`src/rtl/pid_update_sequencer.sv`:
```
// pid_update_sequencer: divides clk down to the control sample rate, waits for
// a fresh sensor sample, then strobes each PID pipeline stage once, in order.
// Every output is registered. Overrun flags sample ticks that had to be dropped.
//
//   state     | meaning
//   ----------+---------------------------------------------------------------
//   IDLE      | waiting for the next sample tick
//   WAIT_DATA | tick seen without a fresh sample; waiting for sensor_valid
//   RUN       | one stage_en bit per cycle, stage 0 up to NUM_STAGES-1
//   DONE      | command register updated; update_done pulses for this cycle
module pid_update_sequencer #(
  parameter int CLK_DIV    = 50000,
  parameter int NUM_STAGES = 4
) (
  input  logic                  clk,
  input  logic                  reset,
  input  logic                  enable,
  input  logic                  sensor_valid,
  input  logic                  clear_req,
  input  logic                  clear_overrun,
  output logic [NUM_STAGES-1:0] stage_en,
  output logic                  clr_n,
  output logic                  update_done,
  output logic                  busy,
  output logic                  overrun
);

  localparam int CNT_W = $clog2(CLK_DIV);
  localparam logic [CNT_W-1:0] CNT_LAST = CNT_W'(CLK_DIV - 1);

  typedef enum logic [1:0] {
    IDLE      = 2'd0,
    WAIT_DATA = 2'd1,
    RUN       = 2'd2,
    DONE      = 2'd3
  } state_t;

  state_t                state;
  state_t                state_nxt;
  logic [CNT_W-1:0]      cnt;
  logic [CNT_W-1:0]      cnt_nxt;
  logic                  pending;
  logic                  pending_nxt;
  logic [NUM_STAGES-1:0] stage_en_nxt;
  logic                  update_done_nxt;
  logic                  busy_nxt;
  logic                  overrun_nxt;
  logic                  clr_n_nxt;
  logic                  tick;
  logic                  enter_run;
  logic                  set_overrun;

  // Sample-period tick: last count of the divider while running.
  assign tick = enable && (cnt == CNT_LAST);

  // Next-state and next-output logic; enable=0 overrides everything.
  always_comb begin
    state_nxt       = state;
    stage_en_nxt    = '0;
    update_done_nxt = 1'b0;
    enter_run       = 1'b0;
    set_overrun     = 1'b0;

    case (state)
      IDLE: begin
        if (tick) begin
          if (pending || sensor_valid) begin
            enter_run    = 1'b1;
            state_nxt    = RUN;
            stage_en_nxt = NUM_STAGES'(1);
          end else begin
            state_nxt = WAIT_DATA;
          end
        end
      end
      WAIT_DATA: begin
        // A sample arriving on the tick cycle is taken, not counted as a miss.
        if (sensor_valid) begin
          enter_run    = 1'b1;
          state_nxt    = RUN;
          stage_en_nxt = NUM_STAGES'(1);
        end else if (tick) begin
          set_overrun = 1'b1;
        end
      end
      RUN: begin
        set_overrun = tick;
        if (stage_en[NUM_STAGES-1]) begin
          state_nxt       = DONE;
          update_done_nxt = 1'b1;
        end else begin
          stage_en_nxt = stage_en << 1;
        end
      end
      DONE: begin
        set_overrun = tick;
        state_nxt   = IDLE;
      end
      default: state_nxt = IDLE;
    endcase

    if (!enable) begin
      state_nxt       = IDLE;
      stage_en_nxt    = '0;
      update_done_nxt = 1'b0;
      enter_run       = 1'b0;
      set_overrun     = 1'b0;
    end

    busy_nxt  = (state_nxt != IDLE);
    clr_n_nxt = enable && !clear_req;

    if (!enable || tick) begin
      cnt_nxt = '0;
    end else begin
      cnt_nxt = cnt + CNT_W'(1);
    end

    // A sample landing on the RUN-entry cycle belongs to the next period.
    if (!enable) begin
      pending_nxt = 1'b0;
    end else if (sensor_valid) begin
      pending_nxt = 1'b1;
    end else if (enter_run) begin
      pending_nxt = 1'b0;
    end else begin
      pending_nxt = pending;
    end

    // Set beats clear when both land in the same cycle.
    if (!enable) begin
      overrun_nxt = 1'b0;
    end else if (set_overrun) begin
      overrun_nxt = 1'b1;
    end else if (clear_overrun) begin
      overrun_nxt = 1'b0;
    end else begin
      overrun_nxt = overrun;
    end
  end

  // State and output registers with asynchronous reset.
  always_ff @(posedge clk or posedge reset) begin
    if (reset) begin
      state       <= IDLE;
      cnt         <= '0;
      pending     <= 1'b0;
      stage_en    <= '0;
      update_done <= 1'b0;
      busy        <= 1'b0;
      overrun     <= 1'b0;
      clr_n       <= 1'b0;
    end else begin
      state       <= state_nxt;
      cnt         <= cnt_nxt;
      pending     <= pending_nxt;
      stage_en    <= stage_en_nxt;
      update_done <= update_done_nxt;
      busy        <= busy_nxt;
      overrun     <= overrun_nxt;
      clr_n       <= clr_n_nxt;
    end
  end

endmodule

```
`config.mk`:
```
export PLATFORM = sky130hd
export DESIGN_NAME = pid_update_sequencer
export DESIGN_NICKNAME = d
export VERILOG_FILES = /design/src/rtl/pid_update_sequencer.sv
export SDC_FILE = /design/constraint.sdc
export NUM_CORES = 1
export LEC_CHECK = 0
export CORE_UTILIZATION = 50
export DETAILED_ROUTE_END_ITERATION = 10
export GPL_TIMING_DRIVEN = 1
export HOLD_SLACK_MARGIN = 0.03
export PLACE_DENSITY = 0.75
export SYNTH_ARGS = -nofsm -noshare
export SYNTH_HDL_FRONTEND = slang
export SYNTH_SLANG_ARGS = --single-unit
```
`constraint.sdc`:
```
create_clock -name clk -period 4.9 [get_ports clk]
set_clock_uncertainty 0.1 [all_clocks]
set_input_delay 0.98 -clock clk [delete_from_list [all_inputs] [get_ports clk]]
set_output_delay 0.98 -clock clk [all_outputs]
set_load 0.03 [all_outputs]
```
# After elaboration in Yosys (flattened, before gate mapping)
# Index checks and enable logic that the tools add are counted.
# word_totals
wordCells	55
output_inout_bits	8
register_bits	27
# op_classes
addsub	1
n_reduce_logical	9
mux	31
eq_ne	6
# ops
op	n
2-to-1 mux 1 bit	19
adder 16 x 1 -> 16 bit, second input constant	1
equality test 16 bit, second input constant	1
2-to-1 mux 16 bit	1
case mux 4 bit (3 select lines)	1
2-to-1 mux 2 bit	5
2-to-1 mux 4 bit	2
case mux 2 bit (4 select lines)	1
!= test 3 x 1 -> 1 bit, second input constant	2
equality test 2 bit, second input constant	2
case mux 1 bit (2 select lines)	2
equality test 2 x 1 -> 1 bit, second input constant	1
logical AND 1 bit	2
logical NOT 1 bit	2
logical NOT 2 bit	1
logical OR 1 bit	2
nonzero test 2 bit	1
OR reduction 2 bit	1

# Depth between registers and ports, before layout
# logic_depth
ltp_word	8
ltp_mapped	6

# Worst setup path after synthesis
# Ideal clock, no wire load.
# synth_path
path_kind	reg2reg
startpoint	register cnt[10]
endpoint	register stage_en[0]
arrival_ns	1.802
stages_incl_launch_ff	4
slack_ns	2.887
setup_ns	0.111
period_less_slack_ns	2.013
path_cell_list	dfrtp_1 > or4_1 > or4_4 > a2111oi_2
# synth_via
elab_chain_len	5
# synth_rtl
item	line	text
start: declaration	40	logic [CNT_W-1:0] cnt;
start signal: assignment	155	cnt <= cnt_nxt;
equality test 16 bit	54	assign tick = enable && (cnt == CNT_LAST);
logical AND 1 bit	54	
2-to-1 mux 1 bit	66	if (tick) begin
case mux 4 bit (3 select lines)	64	case (state)
2-to-1 mux 4 bit	102	if (!enable) begin
named net stage_en_nxt[0]	44	logic [NUM_STAGES-1:0] stage_en_nxt;
end signal: assignment	157	stage_en <= stage_en_nxt;
end: declaration	21	output logic [NUM_STAGES-1:0] stage_en,
# The timed path passes the listed nets, and every way through them passes these cells.
# A chain may end at the register's enable or synchronous reset.

# Final worst setup path
# layout_path
startpoint	register stage_en[3]
endpoint	output stage_en[3]
# No word-level cell between the ends.

==> run metrics <==
run status=completed; Lkg Pwr=0.595 nW; Tot GR Track Use=20.7%; Clock Path Buffers=2; cells after synthesis=124; Max VDD drop=0.000177 V; hold_buf cts=0; worst slew pin tran=979 ps; Yosys reg bits=27; WP data arrival=1460 ps; final slew viol count=0; Root Buffer=clkbuf_4; Synth top area share=54.1%; # DRC=0; critical path endpoint category=output port; Area Overhead vs Synth=14.7%; Die Footprint=2700 sq um; Post-CTS Resized=0; synthesized area per cell=10.1 sq um; Crit-path slowest cell=clkdlybuf4s50_1; DR vias/cell=5.52; number of flops mapped to enable cells by yosys=0; most frequent cells after synthesis=dfrtp_1, nor2_1, xnor2_1; max_slew headroom=34.7%; Die Span X=52.0 um; Final HPWL DP=1630 um; Site Rows=17; post-route cell area=1430 sq um; cts bufs inserted=3; total gr overflow=0; crit path kind=flop to output port; worst-skew pair later-pin latency=320 ps; WL per Instance=13.7 um; Synth Net Count=131; initial antenna violation count=0; Pre-antenna DRT Iters=4; vias in the first global route=847; worst setup margin=2360 ps; 1st-iter DRT viols=17; crit-path leading delay family=buffers and inverters; CTS clock-pin slew for the worst setup and hold paths=140 ps; Filler cells=182; via count=928; Critical Path Source Type=flop; final setup violating endpoints=0; Most used DFF post-synth=dfrtp_1; final hold vios=0; register area=676 sq um; antenna diode instance count=0; post-place setup slack=2420 ps; setup tns final=0 ps; Mapped Area=1250 sq um; I/O pin count=14; clk sinks=27; top-count cell post-synth=dfrtp_1; largest net degree at the start of global routing=28; setup bufs post-CTS=0; CTS tree=yes; first-pass GRT wire length=4020 um; WL final=2310 um; final net count=148; max-cap viol count=0; Buffers on Ports=13; maximum net fanout on the critical path=4; fmax=393 MHz; DRT antenna net count=0; H-tree Lvls=1; Initial Util=54.9%; worst-path cell chain=clkdlybuf4s50_1; RSZ-0062 raised after global routing=no; Buf+Inv Stages, Crit Path=1; Cell Pwr Density=240 nW/um^2; area of placed instances=1410 sq um; leading area contributor after synthesis=dfrtp_1; CORE AREA=2280 sq um; share of cells above drive strength 1=4.29%; GP Congestion=0.854; sequential share of the synthesized area=54.1%; Final min period=2540 ps; Final Cycle Share=51.9%; crit-path max cell delay=690 ps; final core occ=62.9%; Die Y-Extent=52.0 um; placed insts=164; Worst Hold Class=flop to flop; Async SR Flop Fraction=100%; Non-Filler Instances=168; most area-consuming cells after synthesis=dfrtp_1, xnor2_1, nor2_1; WP data required=3820 ps; area occupied by multi-input gates=539 sq um; Ys Warns=0; synth unique cells=31
cells in the final DEF (no fill, tap or decap):
cell             Yosys  final
or4_1                1      1
or4bb_1              1      1
or4_4                1      1
and4_1               1      1
clkdlybuf4s50_1      0     13
nor4_1               7      7
xor2_1               2      2
xnor2_1             11     11
nand4_1              4      4
nand2_1              7      7
and3_1               2      2
and2_1               3      3
o21bai_1             1      1
a2111oi_0            1      1
ha_1                 1      1
nor2b_1              1      1
o21ai_0              2      2
nand2b_1             1      1
a21oi_1              4      4
a41o_1               1      1
clkbuf_1             0      1
clkbuf_4             0      3
nor3_1               3      3
nand3b_1             1      1
nor2_1              23     23
nand4b_1             1      1
a2111oi_2            1      1
nand3_1              5      5
a22oi_1              1      1
and3_2               1      1
dfrtp_1             27     27
or3_1                1      1
inv_1                7      7
report_power, final:
group,internal (mW),switching (mW)
Sequential,0.226,0.00268
Clock,0.0319,0.0631
Combinational,0.00803,0.0125
through the flow:
| stage | hold WS (ps) | power [mW] |
|---|---|---|
| global route | 433 | 0.359 |
| global placement | 363 | 0.253 |
| finish | 399 | 0.344 |
| CTS | 401 | 0.347 |
| detailed placement | 368 | 0.254 |
| floorplan | 352 | 0.245 |
logic make-up (layout without fill, tap and decap cells):
kind of cell / count (synthesis) / in the layout / synth area share (%)
buf+inv: 8 / 24 / 2.71
fa+ha+maj: 1 / 1 / 1.00
simple gates: 64 / 64 / 26.8
flops: 27 / 27 / 54.1
compound gates: 11 / 11 / 6.31
xor+xnor: 13 / 13 / 9.12
registers in the layout, summed over array words and instances (netlist names):
register	count
clr_n	1
state	2
pending	1
stage_en	4
update_done	1
busy	1
overrun	1
cnt	16
metal layers:
metal / track usage, % / share of wire, % / up-vias
met5: 0 / 0 / -
met1: 30.7 / 52 / 446
met3: 3.80 / 2.5 / 4
met4: 9.46 / 2.0 / 0
li1: - / - / 462
met2: 29.1 / 43 / 16
path summary, 6_finish.rpt:
kind / from / endpoint / slack (ps) / cells past startpoint
setup reg to reg: cnt[10]$_DFF_PP0_ / cnt[15]$_DFF_PP0_ / 2630 / 4
hold / removal: stage_en[1]$_DFF_PP0_ / stage_en[2]$_DFF_PP0_ / 400 / 1
max in group asynchronous: reset / cnt[6]$_DFF_PP0_ / 3030 / 2
setup / recovery: stage_en[3]$_DFF_PP0_ / stage_en[3] / 2360 / 1
min in group asynchronous: reset / stage_en[2]$_DFF_PP0_ / 1080 / 2
hold reg to reg: stage_en[1]$_DFF_PP0_ / stage_en[2]$_DFF_PP0_ / 400 / 1
final cells by class:
type / instances / area share (%)
Clock buffer: 4 / 1.83
Inverter: 7 / 1.83
Sequential cell: 27 / 47.2
Tap cell: 28 / 2.45
Timing Repair Buffer: 13 / 9.08
Multi-Input combinational cell: 89 / 37.6
No activity file was read; power rests on OpenSTA's default activity.
